<file path="src/rtl/armleo_axi_bram_arbiter.sv">
// 2:1 AXI4 arbiter sharing one single-transaction BRAM slave between two masters.
// Define ARMLEO_AXI_ARB_FIXED_PRIORITY_EN for fixed priority (master 0 wins ties); default is round-robin.
module armleo_axi_bram_arbiter #(
    parameter int ADDR_WIDTH = 32,
    parameter int ID_WIDTH   = 4,
    parameter int DATA_WIDTH = 32
) (
    input  logic                      clk,
    input  logic                      rst,

    input  logic                      m0_awvalid,
    input  logic [ADDR_WIDTH-1:0]     m0_awaddr,
    input  logic [7:0]                m0_awlen,
    input  logic [2:0]                m0_awsize,
    input  logic [1:0]                m0_awburst,
    input  logic [ID_WIDTH-1:0]       m0_awid,
    output logic                      m0_awready,
    input  logic                      m0_wvalid,
    input  logic [DATA_WIDTH-1:0]     m0_wdata,
    input  logic [DATA_WIDTH/8-1:0]   m0_wstrb,
    input  logic                      m0_wlast,
    output logic                      m0_wready,
    output logic                      m0_bvalid,
    output logic [1:0]                m0_bresp,
    output logic [ID_WIDTH-1:0]       m0_bid,
    input  logic                      m0_bready,
    input  logic                      m0_arvalid,
    input  logic [ADDR_WIDTH-1:0]     m0_araddr,
    input  logic [7:0]                m0_arlen,
    input  logic [2:0]                m0_arsize,
    input  logic [1:0]                m0_arburst,
    input  logic [ID_WIDTH-1:0]       m0_arid,
    output logic                      m0_arready,
    output logic                      m0_rvalid,
    output logic [DATA_WIDTH-1:0]     m0_rdata,
    output logic [1:0]                m0_rresp,
    output logic                      m0_rlast,
    output logic [ID_WIDTH-1:0]       m0_rid,
    input  logic                      m0_rready,

    input  logic                      m1_awvalid,
    input  logic [ADDR_WIDTH-1:0]     m1_awaddr,
    input  logic [7:0]                m1_awlen,
    input  logic [2:0]                m1_awsize,
    input  logic [1:0]                m1_awburst,
    input  logic [ID_WIDTH-1:0]       m1_awid,
    output logic                      m1_awready,
    input  logic                      m1_wvalid,
    input  logic [DATA_WIDTH-1:0]     m1_wdata,
    input  logic [DATA_WIDTH/8-1:0]   m1_wstrb,
    input  logic                      m1_wlast,
    output logic                      m1_wready,
    output logic                      m1_bvalid,
    output logic [1:0]                m1_bresp,
    output logic [ID_WIDTH-1:0]       m1_bid,
    input  logic                      m1_bready,
    input  logic                      m1_arvalid,
    input  logic [ADDR_WIDTH-1:0]     m1_araddr,
    input  logic [7:0]                m1_arlen,
    input  logic [2:0]                m1_arsize,
    input  logic [1:0]                m1_arburst,
    input  logic [ID_WIDTH-1:0]       m1_arid,
    output logic                      m1_arready,
    output logic                      m1_rvalid,
    output logic [DATA_WIDTH-1:0]     m1_rdata,
    output logic [1:0]                m1_rresp,
    output logic                      m1_rlast,
    output logic [ID_WIDTH-1:0]       m1_rid,
    input  logic                      m1_rready,

    output logic                      s_awvalid,
    output logic [ADDR_WIDTH-1:0]     s_awaddr,
    output logic [7:0]                s_awlen,
    output logic [2:0]                s_awsize,
    output logic [1:0]                s_awburst,
    output logic [ID_WIDTH-1:0]       s_awid,
    input  logic                      s_awready,
    output logic                      s_wvalid,
    output logic [DATA_WIDTH-1:0]     s_wdata,
    output logic [DATA_WIDTH/8-1:0]   s_wstrb,
    output logic                      s_wlast,
    input  logic                      s_wready,
    input  logic                      s_bvalid,
    input  logic [1:0]                s_bresp,
    input  logic [ID_WIDTH-1:0]       s_bid,
    output logic                      s_bready,
    output logic                      s_arvalid,
    output logic [ADDR_WIDTH-1:0]     s_araddr,
    output logic [7:0]                s_arlen,
    output logic [2:0]                s_arsize,
    output logic [1:0]                s_arburst,
    output logic [ID_WIDTH-1:0]       s_arid,
    input  logic                      s_arready,
    input  logic                      s_rvalid,
    input  logic [DATA_WIDTH-1:0]     s_rdata,
    input  logic [1:0]                s_rresp,
    input  logic                      s_rlast,
    input  logic [ID_WIDTH-1:0]       s_rid,
    output logic                      s_rready
);

    typedef enum logic [2:0] {IDLE, AW, W, B, AR, R} state_t;

    state_t state;
    logic   gnt;
    logic   last_gnt;
    logic   req0, req1, winner, winner_aw;

    always_comb begin
        req0 = m0_awvalid | m0_arvalid;
        req1 = m1_awvalid | m1_arvalid;
`ifdef ARMLEO_AXI_ARB_FIXED_PRIORITY_EN
        winner = !req0;
`else
        winner = (req0 && req1) ? !last_gnt : req1;
`endif
        winner_aw = winner ? m1_awvalid : m0_awvalid;
    end

    // Channel forwarding: payloads follow gnt, valids/readys are gated by state and grant
    assign s_awvalid = (state == AW) && (gnt ? m1_awvalid : m0_awvalid);
    assign s_awaddr  = gnt ? m1_awaddr  : m0_awaddr;
    assign s_awlen   = gnt ? m1_awlen   : m0_awlen;
    assign s_awsize  = gnt ? m1_awsize  : m0_awsize;
    assign s_awburst = gnt ? m1_awburst : m0_awburst;
    assign s_awid    = gnt ? m1_awid    : m0_awid;
    assign m0_awready = (state == AW) && !gnt && s_awready;
    assign m1_awready = (state == AW) &&  gnt && s_awready;

    assign s_wvalid = (state == W) && (gnt ? m1_wvalid : m0_wvalid);
    assign s_wdata  = gnt ? m1_wdata : m0_wdata;
    assign s_wstrb  = gnt ? m1_wstrb : m0_wstrb;
    assign s_wlast  = gnt ? m1_wlast : m0_wlast;
    assign m0_wready = (state == W) && !gnt && s_wready;
    assign m1_wready = (state == W) &&  gnt && s_wready;

    assign s_bready  = (state == B) && (gnt ? m1_bready : m0_bready);
    assign m0_bvalid = (state == B) && !gnt && s_bvalid;
    assign m1_bvalid = (state == B) &&  gnt && s_bvalid;
    assign m0_bresp  = s_bresp;
    assign m1_bresp  = s_bresp;
    assign m0_bid    = s_bid;
    assign m1_bid    = s_bid;

    assign s_arvalid = (state == AR) && (gnt ? m1_arvalid : m0_arvalid);
    assign s_araddr  = gnt ? m1_araddr  : m0_araddr;
    assign s_arlen   = gnt ? m1_arlen   : m0_arlen;
    assign s_arsize  = gnt ? m1_arsize  : m0_arsize;
    assign s_arburst = gnt ? m1_arburst : m0_arburst;
    assign s_arid    = gnt ? m1_arid    : m0_arid;
    assign m0_arready = (state == AR) && !gnt && s_arready;
    assign m1_arready = (state == AR) &&  gnt && s_arready;

    assign s_rready  = (state == R) && (gnt ? m1_rready : m0_rready);
    assign m0_rvalid = (state == R) && !gnt && s_rvalid;
    assign m1_rvalid = (state == R) &&  gnt && s_rvalid;
    assign m0_rdata  = s_rdata;
    assign m1_rdata  = s_rdata;
    assign m0_rresp  = s_rresp;
    assign m1_rresp  = s_rresp;
    assign m0_rlast  = s_rlast;
    assign m1_rlast  = s_rlast;
    assign m0_rid    = s_rid;
    assign m1_rid    = s_rid;

    // Grant is held for the whole transaction; writes win over reads of the same master
    always_ff @(posedge clk or posedge rst) begin
        if (rst) begin
            state    <= IDLE;
            gnt      <= 1'b0;
            last_gnt <= 1'b1;
        end else begin
            case (state)
                IDLE: if (req0 || req1) begin
                    gnt      <= winner;
                    last_gnt <= winner;
                    state    <= winner_aw ? AW : AR;
                end
                AW: if (s_awvalid && s_awready) state <= W;
                W:  if (s_wvalid && s_wready && s_wlast) state <= B;
                B:  if (s_bvalid && s_bready) state <= IDLE;
                AR: if (s_arvalid && s_arready) state <= R;
                R:  if (s_rvalid && s_rready && s_rlast) state <= IDLE;
                default: state <= IDLE;
            endcase
        end
    end

endmodule

</file>
<file path="config.mk">
export PLATFORM = sky130hd
export DESIGN_NAME = armleo_axi_bram_arbiter
export DESIGN_NICKNAME = d
export VERILOG_FILES = /design/src/rtl/armleo_axi_bram_arbiter.sv
export SDC_FILE = /design/constraint.sdc
export NUM_CORES = 1
export LEC_CHECK = 0
export ABC_AREA = 1
export CELL_PAD_IN_SITES_DETAIL_PLACEMENT = 0
export CELL_PAD_IN_SITES_GLOBAL_PLACEMENT = 2
export CORE_AREA = 3 3 221 223
export DETAILED_ROUTE_END_ITERATION = 12
export DIE_AREA = 0 0 224 226
export MAX_ROUTING_LAYER = met4
export PLACE_DENSITY = 0.91
export SYNTH_ARGS = -nofsm -noshare
export SYNTH_HDL_FRONTEND = slang
export SYNTH_SLANG_ARGS = --single-unit
</file>
<file path="constraint.sdc">
create_clock -name clk -period 1.4 [get_ports clk]
set_input_delay 0.21 -clock clk [delete_from_list [all_inputs] [get_ports clk]]
set_output_delay 0.21 -clock clk [all_outputs]
set_load 0.1 [all_outputs]
</file>
==> key figures <==
Logic synthesis
  – Avg Synthesized Cell Area: 4.61 µm²
  – Synth Net Count: 968
  – Synth unique cells: 22
  – YS warnings: 0
  – Largest cells by area after synthesis: nand2_1 56%, buf_4 23%, dfrtp_1 3.4%, inv_1 3.1%, buf_2 2.4%
  – Post-Syn Area: 2930 µm²
  – FF+latch count, synth: 5
  – Synth area leader: nand2_1
  – Synth top cells by count: 436 x nand2_1, 90 x buf_4, 24 x inv_1, 14 x buf_2, 14 x clkbuf_1
  – Synth top area share: 55.8%
  – Post-synth EDFFs: 0
  – Post-synthesis cell count: between 600 and 700
  – Async SR Flop Fraction: 100%
  – Sequential share of the synthesized area: 4.31%
  – Primary FF master, synth: dfrtp_1
  – Top-count cell post-synth: nand2_1

STA
  – Final min period: roughly 1.8 ns
  – Final number of hold-violating endpoints: 0
  – Slew HR: 80.1%
  – Final worst slack: -0.383 ns
  – Period utilization: 127%
  – Final setup vio count: 153
  – Slew Limit Fails: 0
  – Slew @ Worst Pin: roughly 0.30 ns
  – Fmax: 0.561 GHz
  – Skew final: 0.00119 ns
  – RSZ-0062 raised after global routing: true

Clocking
  – Clk Latency, worst-skew pair: 0.23 ns
  – CTS Hold Bufs: 0
  – TritonCTS buffer count: 3
  – Clock Sinks: 5
  – Clk slew on worst S/H paths: 0.03 ns
  – CTS tree: done
  – Clock buffer depth: 2
  – H-tree Lvls: 1
  – CTS root buffer: clkbuf_16

Setup path
  – Worst reg2reg setup slack: -0.19 ns
  – CP max FO: 39
  – CP Depth: 5
  – Top cell by count, worst path: buf_12
  – Worst r2r src: gnt
  – Worst Path Required: 1.19 ns
  – R2r endpoint: state[0]
  – Endpoint type of the worst setup path: primary output
  – Crit-path slowest cell: dfrtp_4
  – Setup crit start: gnt
  – Setup CP Type: register to primary output
  – Worst setup SP type: register
  – CP top delay family: flip-flops
  – Max incr delay on CP: 0.51 ns
  – CP arrival: 1.57 ns
  – Worst reg2reg path depth: 11
  – CP endpoint: s_araddr[7]
  – Crit path buf inv count: 3
  – Critical Path, Cell by Cell: inv_4 -> buf_12 -> nand2_1 -> nand2_8 -> buf_12

Pwr
  – VDD IR max: 1.37 mV
  – Power per cell area: 2750 nW/µm²
  – Leakage: ~0.0048 µW
  – Total power draw: 32900 µW

Status
  – Failing checks: setup timing
  – Status: finished, violations left

Place
  – Port Buffers: 439
  – Gp weighted congestion: 0.802
  – Dpl hpwl: 20300 µm
  – Post-Place Worst Slack: -0.242 ns

Detailed routing
  – Routed WL per cell: 13.9 µm
  – WL final: 22500 µm
  – Post-route ant nets: 0
  – Detailed Route Iter0 Violations: 81
  – Drt via density: 3.28
  – DRC Markers: 0
  – Total number of vias: 5308
  – Pre-antenna DRT Iters: 4

Die
  – Core Footprint: 46800 µm²
  – IO Pins: 572
  – Die ar.: 50600 µm²
  – # rows: 79
  – Chip Height: approximately 230 µm
  – Die width: 224 µm
  – Initial Util: 6.27%

Finish
  – Layout net count: 1343
  – Fill count: about 4900
  – Register area: 133 µm²
  – Footprint of the multi-input gates: between 4000 and 5000 µm²
  – Share of cells above drive strength 1: 48.8%
  – N_diodes: 0
  – Layout area overhead: 308%

GRT
  – First-pass GRT wire length: 32700 µm
  – Largest net degree at the start of global routing: 40
  – Total global routing overflow: 0
  – Gr usage total: 8.47%
  – Vias in the first global route: around 5800
  – Initial antenna violation count: 1

Worst hold path
  – Min-delay worst type: input port to async pin

Flow run
  – Max-Cap Viols: 0
power by group:
group	switching [µW]	internal, µW	total [µW]
Clock	92.9	377	470
Sequential	120	244	364
Combinational	20600	11400	32000
Total	20800	12000	32900
cell usage in the layout (no fill, tap or decap), types with 2 or more instances in the layout:
master           synthesis  final
nor3_4                   0     12
nor2_4                   1      7
nor2_2                   1      2
inv_1                   24     17
nand2_4                  0     21
buf_8                    0      2
o21ai_2                  0      2
clkdlybuf4s50_1          0    287
o21ai_1                  4      3
buf_12                   0    160
inv_4                    0      4
nand2_8                  0    113
clkbuf_16                0      4
nand3_1                  8      7
nand2_2                  4    112
inv_2                    2      5
nand2_1                436    194
o21ai_0                  5      4
buf_4                   90     30
buf_6                    1      9
dfrtp_2                  0      2
nor2_1                   9      2
buf_16                   0      2
layer usage:
metal,vias up,track usage (%),routed length [µm]
li1,2553,-,-
met2,377,15.4,11500
met5,-,-,0
met1,2370,9.13,8280
met3,8,3.17,2620
met4,0,0.784,114
flip-flops by register name, summed over array words and instances, names as in the netlist:
signal    flops
state         3
last_gnt      1
gnt           1
logic make-up after synthesis:
family                 count (synthesis)  share of synthesized area, %
AND/OR/NAND/NOR                      474                          62.8
flip-flops                             5                          4.31
AO/OA/AOI/OAI                         10                          1.71
buffers and inverters                147                          31.2
metrics by stage:
step                TNS, ns  hold WS (ns)  instance area (µm²)  utilization (%)  instances
detailed placement   -18.21         0.421                11500             24.5       1607
floorplan            -14.62       -0.0123                 5170                -        636
CTS                  -51.64         0.205                11900             25.4       1615
global placement     -16.32         0.421                11500             24.5       1607
global route         -57.31         0.224                12000             25.6       1617
finish               -48.79         0.200                12000             25.6       1617
final cells by class:
cell class	instances	share of cell area, %
clock buffer	4	0.659
inverter	26	0.900
multi-input combinational	484	36.5
sequential	5	1.11
tap	607	6.35
timing repair buffer	491	54.5
worst min path at each step:
stage | startpoint | to | slack [ns] | depth (start not counted)
6_report | rst | state[0] | 0.20 | 2
4_1_cts | rst | state[0] | 0.21 | 2
3_3_place_gp | s_rdata[16] | m0_rdata[16] | 0.42 | 0
5_1_grt | rst | state[0] | 0.22 | 2
2_1_floorplan | rst | gnt | -0.01 | 1
3_5_place_dp | s_rdata[16] | m0_rdata[16] | 0.42 | 0
timing repair:
action	4_1_cts	5_1_grt
pin swaps	1	3
endpoints found under the setup margin	153	155
cloned	0	1
setup buffers	4	1
resized for setup	107	24
(Power assumes the default switching activity.)
